--- src/rtl/line_rasterizer.sv ---
// Bresenham line rasterizer: accepts one endpoint pair, streams one framebuffer address per step.
// Optional clipping against the framebuffer bounds is enabled by defining LINE_RASTER_CLIP_EN.
module line_rasterizer #(
  parameter int COORD_W = 10,
  parameter int FB_W    = 640,
  parameter int FB_H    = 480,
  parameter int ADDR_W  = 19,
  parameter int COLOR_W = 6
) (
  input  logic               clk,
  input  logic               rst_n,
  input  logic               in_valid,
  output logic               in_ready,
  input  logic [COORD_W-1:0] x0,
  input  logic [COORD_W-1:0] y0,
  input  logic [COORD_W-1:0] x1,
  input  logic [COORD_W-1:0] y1,
  input  logic [COLOR_W-1:0] color_in,
  output logic               out_valid,
  input  logic               out_ready,
  output logic [ADDR_W-1:0]  fb_addr,
  output logic [COLOR_W-1:0] color_out,
  output logic               busy,
  output logic               done
);

  localparam int FBW_BITS = $clog2(FB_W + 1);
  localparam int PROD_W   = COORD_W + FBW_BITS + 1;

  typedef enum logic [1:0] {S_IDLE, S_SETUP, S_DRAW, S_DONE} state_t;

  state_t                    r_state;
  logic [COORD_W-1:0]        r_cx0, r_cy0, r_cx1, r_cy1;
  logic [COLOR_W-1:0]        r_col;
  logic [COORD_W-1:0]        r_x, r_y, r_x1;
  logic signed [COORD_W:0]   r_dx, r_dy, r_err;
  logic                      r_steep, r_yneg;
  logic                      r_in_ready, r_busy, r_done, r_out_valid;
  logic [ADDR_W-1:0]         r_fb_addr;
  logic [COLOR_W-1:0]        r_color_out;

  logic [COORD_W-1:0]        w_adx, w_ady;
  logic                      w_steep, w_swap, w_yneg;
  logic [COORD_W-1:0]        w_ax0, w_ay0, w_ax1, w_ay1;
  logic [COORD_W-1:0]        w_sx0, w_sy0, w_sx1, w_sy1;
  logic [COORD_W-1:0]        w_sdx, w_sdy;
  logic signed [COORD_W:0]   w_err_sub, w_err_nx;
  logic [COORD_W-1:0]        w_x_nx, w_y_nx;
  logic                      w_last, w_step, w_vis_first, w_vis_next;

  // a is the stepping axis, b the minor axis; steep lines map them back to (px,py) = (b,a)
  function automatic logic [ADDR_W-1:0] pix_addr(input logic [COORD_W-1:0] a,
                                                 input logic [COORD_W-1:0] b,
                                                 input logic               steep);
    logic [PROD_W-1:0] px, py, prod;
    px   = steep ? PROD_W'(b) : PROD_W'(a);
    py   = steep ? PROD_W'(a) : PROD_W'(b);
    prod = py * PROD_W'(FB_W) + px;
    return ADDR_W'(prod);
  endfunction

  always_comb begin
    w_adx   = (r_cx1 >= r_cx0) ? r_cx1 - r_cx0 : r_cx0 - r_cx1;
    w_ady   = (r_cy1 >= r_cy0) ? r_cy1 - r_cy0 : r_cy0 - r_cy1;
    w_steep = w_ady > w_adx;
    w_ax0   = w_steep ? r_cy0 : r_cx0;
    w_ay0   = w_steep ? r_cx0 : r_cy0;
    w_ax1   = w_steep ? r_cy1 : r_cx1;
    w_ay1   = w_steep ? r_cx1 : r_cy1;
    w_swap  = w_ax0 > w_ax1;
    w_sx0   = w_swap ? w_ax1 : w_ax0;
    w_sy0   = w_swap ? w_ay1 : w_ay0;
    w_sx1   = w_swap ? w_ax0 : w_ax1;
    w_sy1   = w_swap ? w_ay0 : w_ay1;
    w_sdx   = w_sx1 - w_sx0;
    w_sdy   = (w_sy1 >= w_sy0) ? w_sy1 - w_sy0 : w_sy0 - w_sy1;
    w_yneg  = !(w_sy0 < w_sy1);
  end

  always_comb begin
    w_err_sub = r_err - r_dy;
    w_x_nx    = r_x + COORD_W'(1);
    w_last    = (r_x == r_x1);
    if (w_err_sub[COORD_W]) begin
      w_y_nx   = r_yneg ? r_y - COORD_W'(1) : r_y + COORD_W'(1);
      w_err_nx = w_err_sub + r_dx;
    end else begin
      w_y_nx   = r_y;
      w_err_nx = w_err_sub;
    end
  end

`ifdef LINE_RASTER_CLIP_EN
  function automatic logic pix_vis(input logic [COORD_W-1:0] a,
                                   input logic [COORD_W-1:0] b,
                                   input logic               steep);
    logic [31:0] px, py;
    px = steep ? 32'(b) : 32'(a);
    py = steep ? 32'(a) : 32'(b);
    return (px < 32'(FB_W)) && (py < 32'(FB_H));
  endfunction

  assign w_vis_first = pix_vis(w_sx0, w_sy0, w_steep);
  assign w_vis_next  = pix_vis(w_x_nx, w_y_nx, r_steep);
  // hidden pixels are not offered downstream, so they step without waiting for out_ready
  assign w_step      = (r_state == S_DRAW) && (!r_out_valid || out_ready);
`else
  assign w_vis_first = 1'b1;
  assign w_vis_next  = 1'b1;
  assign w_step      = (r_state == S_DRAW) && r_out_valid && out_ready;
`endif

  always_ff @(posedge clk or negedge rst_n) begin
    if (!rst_n) begin
      r_state     <= S_IDLE;
      r_cx0       <= '0;
      r_cy0       <= '0;
      r_cx1       <= '0;
      r_cy1       <= '0;
      r_col       <= '0;
      r_x         <= '0;
      r_y         <= '0;
      r_x1        <= '0;
      r_dx        <= '0;
      r_dy        <= '0;
      r_err       <= '0;
      r_steep     <= 1'b0;
      r_yneg      <= 1'b0;
      r_in_ready  <= 1'b1;
      r_busy      <= 1'b0;
      r_done      <= 1'b0;
      r_out_valid <= 1'b0;
      r_fb_addr   <= '0;
      r_color_out <= '0;
    end else begin
      case (r_state)
        S_IDLE: begin
          if (in_valid) begin
            r_cx0      <= x0;
            r_cy0      <= y0;
            r_cx1      <= x1;
            r_cy1      <= y1;
            r_col      <= color_in;
            r_in_ready <= 1'b0;
            r_busy     <= 1'b1;
            r_state    <= S_SETUP;
          end
        end
        S_SETUP: begin
          r_x         <= w_sx0;
          r_y         <= w_sy0;
          r_x1        <= w_sx1;
          r_dx        <= {1'b0, w_sdx};
          r_dy        <= {1'b0, w_sdy};
          r_err       <= {1'b0, w_sdx >> 1};
          r_steep     <= w_steep;
          r_yneg      <= w_yneg;
          r_fb_addr   <= pix_addr(w_sx0, w_sy0, w_steep);
          r_color_out <= r_col;
          r_out_valid <= w_vis_first;
          r_state     <= S_DRAW;
        end
        S_DRAW: begin
          if (w_step) begin
            if (w_last) begin
              r_out_valid <= 1'b0;
              r_done      <= 1'b1;
              r_state     <= S_DONE;
            end else begin
              r_x         <= w_x_nx;
              r_y         <= w_y_nx;
              r_err       <= w_err_nx;
              r_fb_addr   <= pix_addr(w_x_nx, w_y_nx, r_steep);
              r_out_valid <= w_vis_next;
            end
          end
        end
        S_DONE: begin
          r_done     <= 1'b0;
          r_busy     <= 1'b0;
          r_in_ready <= 1'b1;
          r_state    <= S_IDLE;
        end
        default: r_state <= S_IDLE;
      endcase
    end
  end

  assign in_ready  = r_in_ready;
  assign busy      = r_busy;
  assign done      = r_done;
  assign out_valid = r_out_valid;
  assign fb_addr   = r_fb_addr;
  assign color_out = r_color_out;

endmodule

--- config.mk ---
export PLATFORM = sky130hd
export DESIGN_NAME = line_rasterizer
export DESIGN_NICKNAME = d
export VERILOG_FILES = /design/src/rtl/line_rasterizer.sv
export SDC_FILE = /design/constraint.sdc
export NUM_CORES = 1
export LEC_CHECK = 0
export CORE_UTILIZATION = 30
export DETAILED_ROUTE_END_ITERATION = 16
export DONT_BUFFER_PORTS = 1
export HOLD_SLACK_MARGIN = 0.1
export PLACE_DENSITY_LB_ADDON = 0.08
export SYNTH_ARGS = -nofsm -noshare
export SYNTH_HDL_FRONTEND = slang
export SYNTH_SLANG_ARGS = --single-unit
--- constraint.sdc ---
create_clock -name clk -period 16.3 [get_ports clk]
set_clock_uncertainty 0.05 [all_clocks]
set_input_delay 2.445 -clock clk [delete_from_list [all_inputs] [get_ports clk]]
set_output_delay 2.445 -clock clk [all_outputs]
set_load 0.01 [all_outputs]
==> impl_metrics.csv <==
group,metric,value,unit
place,portBuffers,0,
logic_synthesis,netlist_area,13900,sq um
die,die_area,47200,sq um
die,core,45500,sq um
die,boundaryPins,79,
logic_synthesis,syn_nets,1844,
detailed_routing,ant_nets,0,
logic_synthesis,yosys_most_used_dff,"dfrtp_1",
critical_path,reg2reg_slack,4.75,ns
critical_path,endpoint_kind,"flip-flop",
detailed_routing,first_pass_iters,5,
timing,slew_violations,0,
die,initial_core_util,30.5,%
logic_synthesis,synth_warnings,0,
finish,n_fill_cell,4870,
run,drv_cap,0,
critical_path,crit_fanout,53,
detailed_routing,dr.first_iter.drc_count,855,
worst_hold_path,hp-start,"r_err[3]",
global_routing,grt_pass1_wl,74500,um
die,dieHeight,217,um
timing,final.setup.tns,0,ns
place,gp_congestion,0.924,
die,num_rows,78,
outcome,status,"complete, no violations",
place,hpwl,38500,um
timing,setup_viol,0,
die,fp.dieW,217,um
logic_synthesis,synth_edf_count,0,
global_routing,grt_pass1_vias,11489,
logic_synthesis,syn_inst,1643,
global_routing,grt_max_degree,141,
finish,fin_cells,2217,
timing,period_needed,11.55,ns
clock_tree,clock_latency,0.48,ns
worst_hold_path,holdPathEnd,"r_err[3]",
clock_tree,cts_max_path_buffers,2,
critical_path,critPathRequiredTime,16.64,ns
logic_synthesis,synth.avg_cell_area,8.45,sq um
detailed_routing,drc,0,
detailed_routing,vias,11832,
finish,n_antenna_cell,0,
global_routing,antenna_found_initial,2,
detailed_routing,wl_per_cell,22.3,um
global_routing,overflow,0,
critical_path,max_stage_delay,0.95,ns
critical_path,path_class,"reg -> reg",
clock_tree,cts-root-buf,"clkbuf_16",
logic_synthesis,synth_seq_cells,140,
worst_hold_path,min_path_type,"reg -> reg",
critical_path,r2r_end,"r_dy[8]",
critical_path,worst_r2r_path_depth,39,
clock_tree,numCtsBuffers,17,
timing,rsz0062_at_grt,"no",
logic_synthesis,seq_area_frac_synth,25.2,%
finish,ff_latch_area,3500,sq um
clock_tree,cts.clk_slew.worst_paths,0.07,ns
critical_path,startpoint,"r_cx0[3]",
critical_path,crit_path_frequent_cell,"a21oi_1",
timing,slew_headroom,23.5,%
finish,layout-drive-gt1-share,11.1,%
finish,final_nets,1805,
place,dp.cells,2185,
logic_synthesis,synth_cell_types,81,
clock_tree,holdBufCountCts,0,
finish,area_growth,8.75,%
timing,period_share,70.9,%
timing,worstMarginPinSlew,1.14,ns
critical_path,cp_slowest_cell,"o211ai_2",
critical_path,timing.rr.start,"r_cx0[3]",
critical_path,cp.arrival,11.89,ns
critical_path,cp-start-kind,"flip-flop",
clock_tree,cts-resized-gates,0,
clock_tree,postCtsSetupBuffers,0,
worst_hold_path,min_path_cells,2,
logic_synthesis,async_flop_share,100,%
clock_tree,tritoncts,"built",
timing,final_hold_viol_count,0,
detailed_routing,routed_wirelength,49500,um
global_routing,gr-usage-all-layers,21.5,%
timing,fmax,0.0866,GHz
finish,multi_input_area,9550,sq um
detailed_routing,viasPerCell,5.34,
clock_tree,cts.sinks,140,
clock_tree,cts_max_level,4,
-- state kept, by name (all words and copies together), names as in the netlist, 10 cells and up --
register / count
fb_addr: 19
r_cx0: 10
r_cx1: 10
r_cy0: 10
r_cy1: 10
r_dx: 10
r_dy: 10
r_err: 11
r_x: 10
r_x1: 10
r_y: 10
-- Yosys cell counts, drive strengths merged, types with 7 or more instances --
cell	count	area share, %
o21ai	111	4.0
o22ai	10	0.50
and2	7	0.32
a31oi	11	0.50
or3	7	0.32
xor2	40	2.5
o32ai	10	0.68
fa	13	1.9
o21bai	26	1.4
o221ai	12	0.80
nor4	8	0.36
dfrtp	139	25
clkbuf	55	1.5
and3	10	0.45
a21oi	151	5.4
nand4	17	0.81
nand2b	15	0.68
nand3	24	0.86
a211oi	28	1.6
buf	27	1.1
nor3	25	0.94
mux2i	64	4.6
xnor2	68	4.3
ha	138	12
nor2b	21	0.95
a21o	27	1.5
nor2	122	3.3
o211ai	18	1.0
inv	133	3.6
a31o	7	0.44
mux2	87	7.1
nand2	133	3.6
-- metrics by stage --
stage               instance area, sq um  worst slack, ns  hold WS (ns)  utilization (%)
detailed placement                 14500             4.88         0.431             31.8
CTS                                15100             4.84         0.448             33.2
global route                       15100             4.03         0.463             33.2
finish                             15100             4.75         0.441             33.2
floorplan                          13900             6.91         0.403                -
global placement                   14500             4.87         0.422             31.8
-- routing by layer --
| layer | GRT usage [%] | routed length (um) | part of all wire, % | up-vias |
|---|---|---|---|---|
| li1 | - | - | - | 5773 |
| met1 | 28.4 | 22900 | 46 | 5694 |
| met2 | 34.1 | 22800 | 46 | 309 |
| met3 | 5.63 | 2850 | 5.7 | 54 |
| met4 | 6.43 | 983 | 2.0 | 2 |
| met5 | 0 | 12 | 0.024 | - |
-- worst max-delay path, delay by kind of cell, from the launching register on --
kind | cells | cell delay [ns]
AO/OA/AOI/OAI | 18 | 5.14
XOR/XNOR | 1 | 0.10
adder cells (fa/ha/maj) | 4 | 1.61
buffers and inverters | 6 | 1.60
flip-flops | 1 | 0.65
multiplexers | 2 | 0.81
AND/OR/NAND/NOR | 8 | 1.43
-- area by class of cell --
class,instances,share of cell area [%]
Inverter,134,3.33
Tap cell,600,4.97
Multi-Input combinational cell,1287,63.2
Clock inverter,12,1.00
Clock buffer,20,3.09
Timing Repair Buffer,24,1.19
Sequential cell,140,23.2
-- placed cells by master (no fill, tap or decap), types with 7 or more instances in the layout --
master / Yosys / layout
o21ai_1: 9 / 9
xor2_1: 40 / 40
o211ai_1: 16 / 16
nand2_1: 133 / 131
nor3_1: 24 / 24
buf_4: 2 / 24
a211oi_1: 25 / 25
clkbuf_16: 0 / 17
nor2_1: 122 / 119
a21oi_1: 151 / 151
o21ai_0: 101 / 101
mux2_2: 87 / 87
o21bai_1: 26 / 26
fa_1: 13 / 13
o221ai_1: 11 / 11
mux2i_1: 64 / 64
nand3_1: 24 / 24
and3_1: 10 / 10
dfrtp_1: 139 / 139
nand4_1: 16 / 16
or3_1: 7 / 7
ha_1: 138 / 136
nor2b_1: 21 / 21
xnor2_1: 68 / 68
and2_1: 7 / 7
inv_1: 133 / 133
a31oi_1: 11 / 11
nand2b_1: 15 / 15
o32ai_1: 9 / 9
nor4_1: 8 / 8
a21o_1: 27 / 27
o22ai_1: 9 / 9
-- cell families after synthesis --
kind of cell,share of synthesized area (%)
AOI/OAI and AO/OA,22.4
xor gates and xnor gates,6.81
adders and majority gates,14.3
buffers and inverters,6.19
DFF,25.2
muxes,11.8
and+or+nand+nor,13.2
-- worst max-delay path by stage --
stage	end	slack, ns	cells after the start
floorplan	fb_addr[17]	6.91	49
global placement	r_dy[8]	4.87	39
detailed placement	r_dy[8]	4.88	39
CTS	r_dy[8]	4.84	39
global route	r_dy[8]	4.03	39
finish	r_dy[8]	4.75	39
Power is not shown: default switching activity piles up to over one toggle a cycle in this logic, so the estimate is an artifact.
==> RTL change 1, RTL diff (same settings) <==
The option `LINE_RASTER_CLIP_EN` is turned on by a define.
--- a/src/rtl/line_rasterizer.sv
+++ b/src/rtl/line_rasterizer.sv
@@ -1,5 +1,7 @@
 // Bresenham line rasterizer: accepts one endpoint pair, streams one framebuffer address per step.
 // Optional clipping against the framebuffer bounds is enabled by defining LINE_RASTER_CLIP_EN.
+`define LINE_RASTER_CLIP_EN
+
 module line_rasterizer #(
   parameter int COORD_W = 10,
   parameter int FB_W    = 640,
Behaviour: not the same (Yosys sat finds a counterexample within 4 cycles, from zero or initial values and one cycle with rst_n low).
==> RTL change 1 against the unedited design <==
  * Core utilization fell by 0.31 points
  * Synthesized area up 0.50%
  * Setup slack lost 0.51 ns
  * Wire length shrank 1.1%
  * Via count up 0.26%
  * First-iteration DRC count is 0.70% lower
  * Sequential cell count is the same
  * Die area rose by 0.50%
  * Non-clock buffer count is 11 lower
  * Design area is 0.50% lower
  * Global-route usage is 0.22 points lower
Power is not shown: default switching activity piles up to over one toggle a cycle in this logic, so the estimate is an artifact.
==> RTL change 1: results (changes against the unedited design) <==
count of input and output buffers 0 (unchanged); Syn Nets 1869 (+1.4%); cell at the root of the clock tree sky130_fd_sc_hd__clkbuf_16; XOR/XNOR Fraction of Synth Area 0.0640 (-0.00411); Cell Area, Placed 14500 µm² (unchanged); Reg2Reg Depth 46 (+18%); Clk Latency, worst-skew pair 0.48 ns (about the same); slowest library cell on the worst path sky130_fd_sc_hd__a41oi_2; instance count along the most critical hold path 2 (unchanged); fraction of layout instances using a drive strength above 1 0.104 (-0.00776); first-pass GRT wire length 74.8 mm (+0.31%); count of routing violations after the opening detailed-route iteration 849 (-0.70%); layout net count 1821 (+0.89%); mean instance size in the synthesized netlist 8.37 µm² (-0.94%); number of detailed-routing iterations run before antenna repair 5 (unchanged); placed wire-length estimate after detailed placement 38.0 mm (-1.3%); run status completed; Setup Crit Path Kind reg2reg; final number of max-transition violations 0 (unchanged); leading cell types by total area after synthesis sky130_fd_sc_hd__dfrtp_1 (25%), sky130_fd_sc_hd__ha_1 (12%), sky130_fd_sc_hd__mux2_2 (6.9%), sky130_fd_sc_hd__a21oi_1 (5.3%), sky130_fd_sc_hd__mux2i_1 (4.9%); portion of the post-synthesis area used by sequential elements 0.251 (-0.00127); number of antenna violations at the first check in global routing 3 (+1); postcts setup bufs 0 (unchanged); total CTS buffers 17 (unchanged); clock-pin slew reported for the worst setup and hold paths after clock tree synthesis 0.07 ns (about the same); worst slew margin relative to its limit 0.302 (+0.0667); DR WL/cell 21.9 µm (-1.8%); Largest register FFs 19 (unchanged); Hold Crit Class reg2reg; routability congestion estimate 0.876 (-5.2%); CTS hold repair buffers 0 (unchanged); synth warn 0 (unchanged); most frequent cells after synthesis sky130_fd_sc_hd__nor2_1 (158), sky130_fd_sc_hd__a21oi_1 (149), sky130_fd_sc_hd__dfrtp_1 (139), sky130_fd_sc_hd__ha_1 (139), sky130_fd_sc_hd__inv_1 (134); GRT Util Overall 0.213 (-0.00215); post-CTS sizing 0 (unchanged); fraction of the mapped netlist area in compound gates 0.207 (-0.0171); peak per-stage delay on the critical path 0.88 ns (-0.07 ns); number of levels in the clock H-tree 4 (unchanged); pin count of the biggest net entering global routing 141 (unchanged); fraction of registers with async set/reset 1.00 (unchanged); arrival time of data at the critical path endpoint 12.38 ns (+0.49 ns); antenna fix cells 0 (unchanged); number of vias per cell after detailed routing 5.31 (-0.41%); area share of fa/ha/maj cells after synthesis 0.143 (+0.000178); Synth cell types 85 (+4.9%); maximum number of buffers from clock root to sink 2 (unchanged); Most used DFF post-synth sky130_fd_sc_hd__dfrtp_1; largest fanout on the critical path 52 (-1.9%); fin cells 2232 (+0.68%); vias in the first global route 11879 (+3.4%); multiplexer share of the synthesized area 0.120 (+0.00165)
## RTL change 1: cell families (layout without fill, tap and decap cells)
group	after synthesis	after routing
AOI/OAI and AO/OA	445	445
xor gates and xnor gates	102	102
and+or+nand+nor	457	457
muxes	156	156
buffers and inverters	215	180
DFF	140	140
adders and majority gates	152	152
## RTL change 1: path summary, 6_finish.rpt
check	start	end	slack (ns)
hold / removal	r_err[6]$_DFFE_PN0P_	r_err[6]$_DFFE_PN0P_	0.45
max in group asynchronous	rst_n	in_ready$_DFFE_PN1P_	14.31
setup / recovery	r_cx1[0]$_DFFE_PN0P_	fb_addr[18]$_DFFE_PN0P_	4.24
hold reg to reg	r_err[6]$_DFFE_PN0P_	r_err[6]$_DFFE_PN0P_	0.45
setup reg to reg	r_cx1[0]$_DFFE_PN0P_	fb_addr[18]$_DFFE_PN0P_	4.24
min in group asynchronous	rst_n	r_cy1[3]$_DFFE_PN0P_	1.61
## RTL change 1: layout make-up
class	count	area [µm²]
clock inverter	13	110
tap	600	751
inverter	135	507
multi-input combinational	1312	9620
clock buffer	19	433
fill	4880	30600
sequential	140	3500
timing repair buffer	13	97.6
## RTL change 1: metrics by stage
| step | utilization | worst slack, ns |
|---|---|---|
| 2_1_floorplan | - | 6.18 |
| 3_3_place_gp | 0.317 | 4.62 |
| 3_5_place_dp | 0.317 | 4.52 |
| 4_1_cts | 0.329 | 4.47 |
| 5_1_grt | 0.329 | 3.42 |
| 6_report | 0.329 | 4.24 |
## RTL change 1: worst max-delay path: cells and delay by family, from the launching register on
| kind | cells | cell delay [ns] |
|---|---|---|
| buffers and inverters | 6 | 1.46 |
| XOR/XNOR | 3 | 0.52 |
| multiplexers | 1 | 0.24 |
| flip-flops | 1 | 0.43 |
| adder cells (fa/ha/maj) | 7 | 2.28 |
| AO/OA/AOI/OAI | 18 | 4.54 |
| AND/OR/NAND/NOR | 11 | 2.33 |
## RTL change 1: metal layers
layer  global-route usage  vias up  part of all wire
li1                     -     5785                 -
met1                0.290     5766              0.48
met2                0.337      252              0.45
met3               0.0374       58             0.041
met4               0.0709        2             0.024
met5                    0        -           0.00020
==> RTL change 2, RTL diff (same flow settings) <==
Made on the original files. The 4 states of `state_t` get a Gray code encoding in 2 bits.
--- a/src/rtl/line_rasterizer.sv
+++ b/src/rtl/line_rasterizer.sv
@@ -27,7 +27,7 @@
   localparam int FBW_BITS = $clog2(FB_W + 1);
   localparam int PROD_W   = COORD_W + FBW_BITS + 1;
 
-  typedef enum logic [1:0] {S_IDLE, S_SETUP, S_DRAW, S_DONE} state_t;
+  typedef enum logic [1:0] {S_IDLE = 2'b00, S_SETUP = 2'b01, S_DRAW = 2'b11, S_DONE = 2'b10} state_t;
 
   state_t                    r_state;
   logic [COORD_W-1:0]        r_cx0, r_cy0, r_cx1, r_cy1;
Behaviour: no difference found for any inputs over 4 cycles, from zero or initial values and one cycle with rst_n low; so few cycles prove little.
==> RTL change 2 against the unedited design <==
  * Count of clock-buffer cells in the layout down 2
  * Wire length down 6.6%
  * Sequential share of layout area up 0.65 points
  * Sequential cell count is the same
  * Synthesized area shrank 2.9%
  * Via count up 0.20%
  * Non-clock buffer count shrank 6
  * Design area decreased by 2.7%
  * Critical path depth is 3 higher
  * Setup slack improved by 0.44 ns
Power is left out: it rests on default switching activity, and per cell area and clock period it moved more than threefold.
==> RTL change 2: results (changes against the unedited design) <==
run status completed; number of vias after detailed routing 11856 (+0.20%); portion of the post-synthesis area used by sequential elements 0.260 (+0.00742); peak per-stage delay on the critical path 0.75 ns (-0.20 ns); cell at the root of the clock tree sky130_fd_sc_hd__clkbuf_16; crit path launch r_cy1[0]$_DFFE_PN0P_; critical hold path startpoint r_col[2]$_DFFE_PN0P_; Largest register FFs 19 (unchanged); routability congestion estimate 0.913 (-1.2%); GRT Util Overall 0.205 (-0.00928); first-pass GRT wire length 71.4 mm (-4.2%); Routed Wire Length 46.2 mm (-6.6%); leading cell types by total area after synthesis sky130_fd_sc_hd__dfrtp_1 (26%), sky130_fd_sc_hd__ha_1 (12%), sky130_fd_sc_hd__o21ai_0 (6.8%), sky130_fd_sc_hd__nand2_1 (6.1%), sky130_fd_sc_hd__a21oi_1 (5.7%); count of input and output buffers 0 (unchanged); synth warn 0 (unchanged); placed wire-length estimate after detailed placement 35.8 mm (-6.9%); Synth cell types 93 (+15%); Most used DFF post-synth sky130_fd_sc_hd__dfrtp_1; slowest library cell on the worst path sky130_fd_sc_hd__a21oi_1; final hold slack 0.416 ns (-0.0253 ns); arrival time of data at the critical path endpoint 11.42 ns (-0.47 ns); layout net count 1869 (+3.5%); number of antenna violations at the first check in global routing 1 (-1); fraction of layout instances using a drive strength above 1 0.0623 (-0.0490); count of routing violations after the opening detailed-route iteration 695 (-19%); largest fanout on the critical path 45 (-15%); most frequent cells after synthesis sky130_fd_sc_hd__nand2_1 (221), sky130_fd_sc_hd__o21ai_0 (183), sky130_fd_sc_hd__nor2_1 (157); worst-margin pin slew 0.961 ns (-0.183 ns); flop-to-flop setup slack 5.19 ns (+0.44 ns)
-- RTL change 2: per-layer routing --
| metal | wire length (µm) | track usage |
|---|---|---|
| met5 | 19 | 0 |
| met4 | 742 | 0.0598 |
| met3 | 1750 | 0.0346 |
| met2 | 20900 | 0.320 |
| met1 | 22800 | 0.290 |
-- RTL change 2: worst paths after layout --
check,end,depth (start not counted)
max,fb_addr[18]$_DFFE_PN0P_,42
min,color_out[2]$_DFFE_PN0P_,2
max reg2reg,fb_addr[18]$_DFFE_PN0P_,42
min reg2reg,color_out[2]$_DFFE_PN0P_,2
max in group asynchronous,in_ready$_DFFE_PN1P_,0
min in group asynchronous,fb_addr[17]$_DFFE_PN0P_,0
-- RTL change 2: layout make-up --
type	count	area, µm²
Multi-Input combinational cell	1372	9200
Fill cell	4722	29600
Tap cell	592	741
Timing Repair Buffer	18	135
Sequential cell	140	3500
Inverter	123	462
Antenna cell	1	2.50
Clock inverter	14	216
Clock buffer	18	429
-- RTL change 2: worst reg2reg max path: cells and delay by family, from the launching register on --
kind / cells / cell delay [ns]
mux: 1 / 0.36
flops: 1 / 0.46
xor+xnor: 4 / 0.68
compound gates: 16 / 3.81
buf+inv: 4 / 0.85
fa+ha+maj: 6 / 1.94
simple gates: 11 / 2.85
-- RTL change 2: logic make-up (layout without fill, tap and decap cells) --
kind of cell	count (synthesis)	after routing	synth area share
compound gates	516	516	0.235
xor+xnor	103	103	0.0674
fa+ha+maj	147	147	0.144
buf+inv	211	173	0.0610
flops	140	140	0.260
mux	73	73	0.0574
other cells	0	1	0
simple gates	533	533	0.176
-- RTL change 2: stage by stage --
step / setup slack (ns) / util / std cells / cell area (µm²)
2_1_floorplan: 6.19 / - / 1723 / 13500
3_3_place_gp: 5.33 / 0.317 / 2245 / 14000
3_5_place_dp: 5.26 / 0.317 / 2245 / 14000
4_1_cts: 5.23 / 0.331 / 2277 / 14700
5_1_grt: 4.32 / 0.331 / 2277 / 14700
6_report: 5.19 / 0.332 / 2278 / 14700
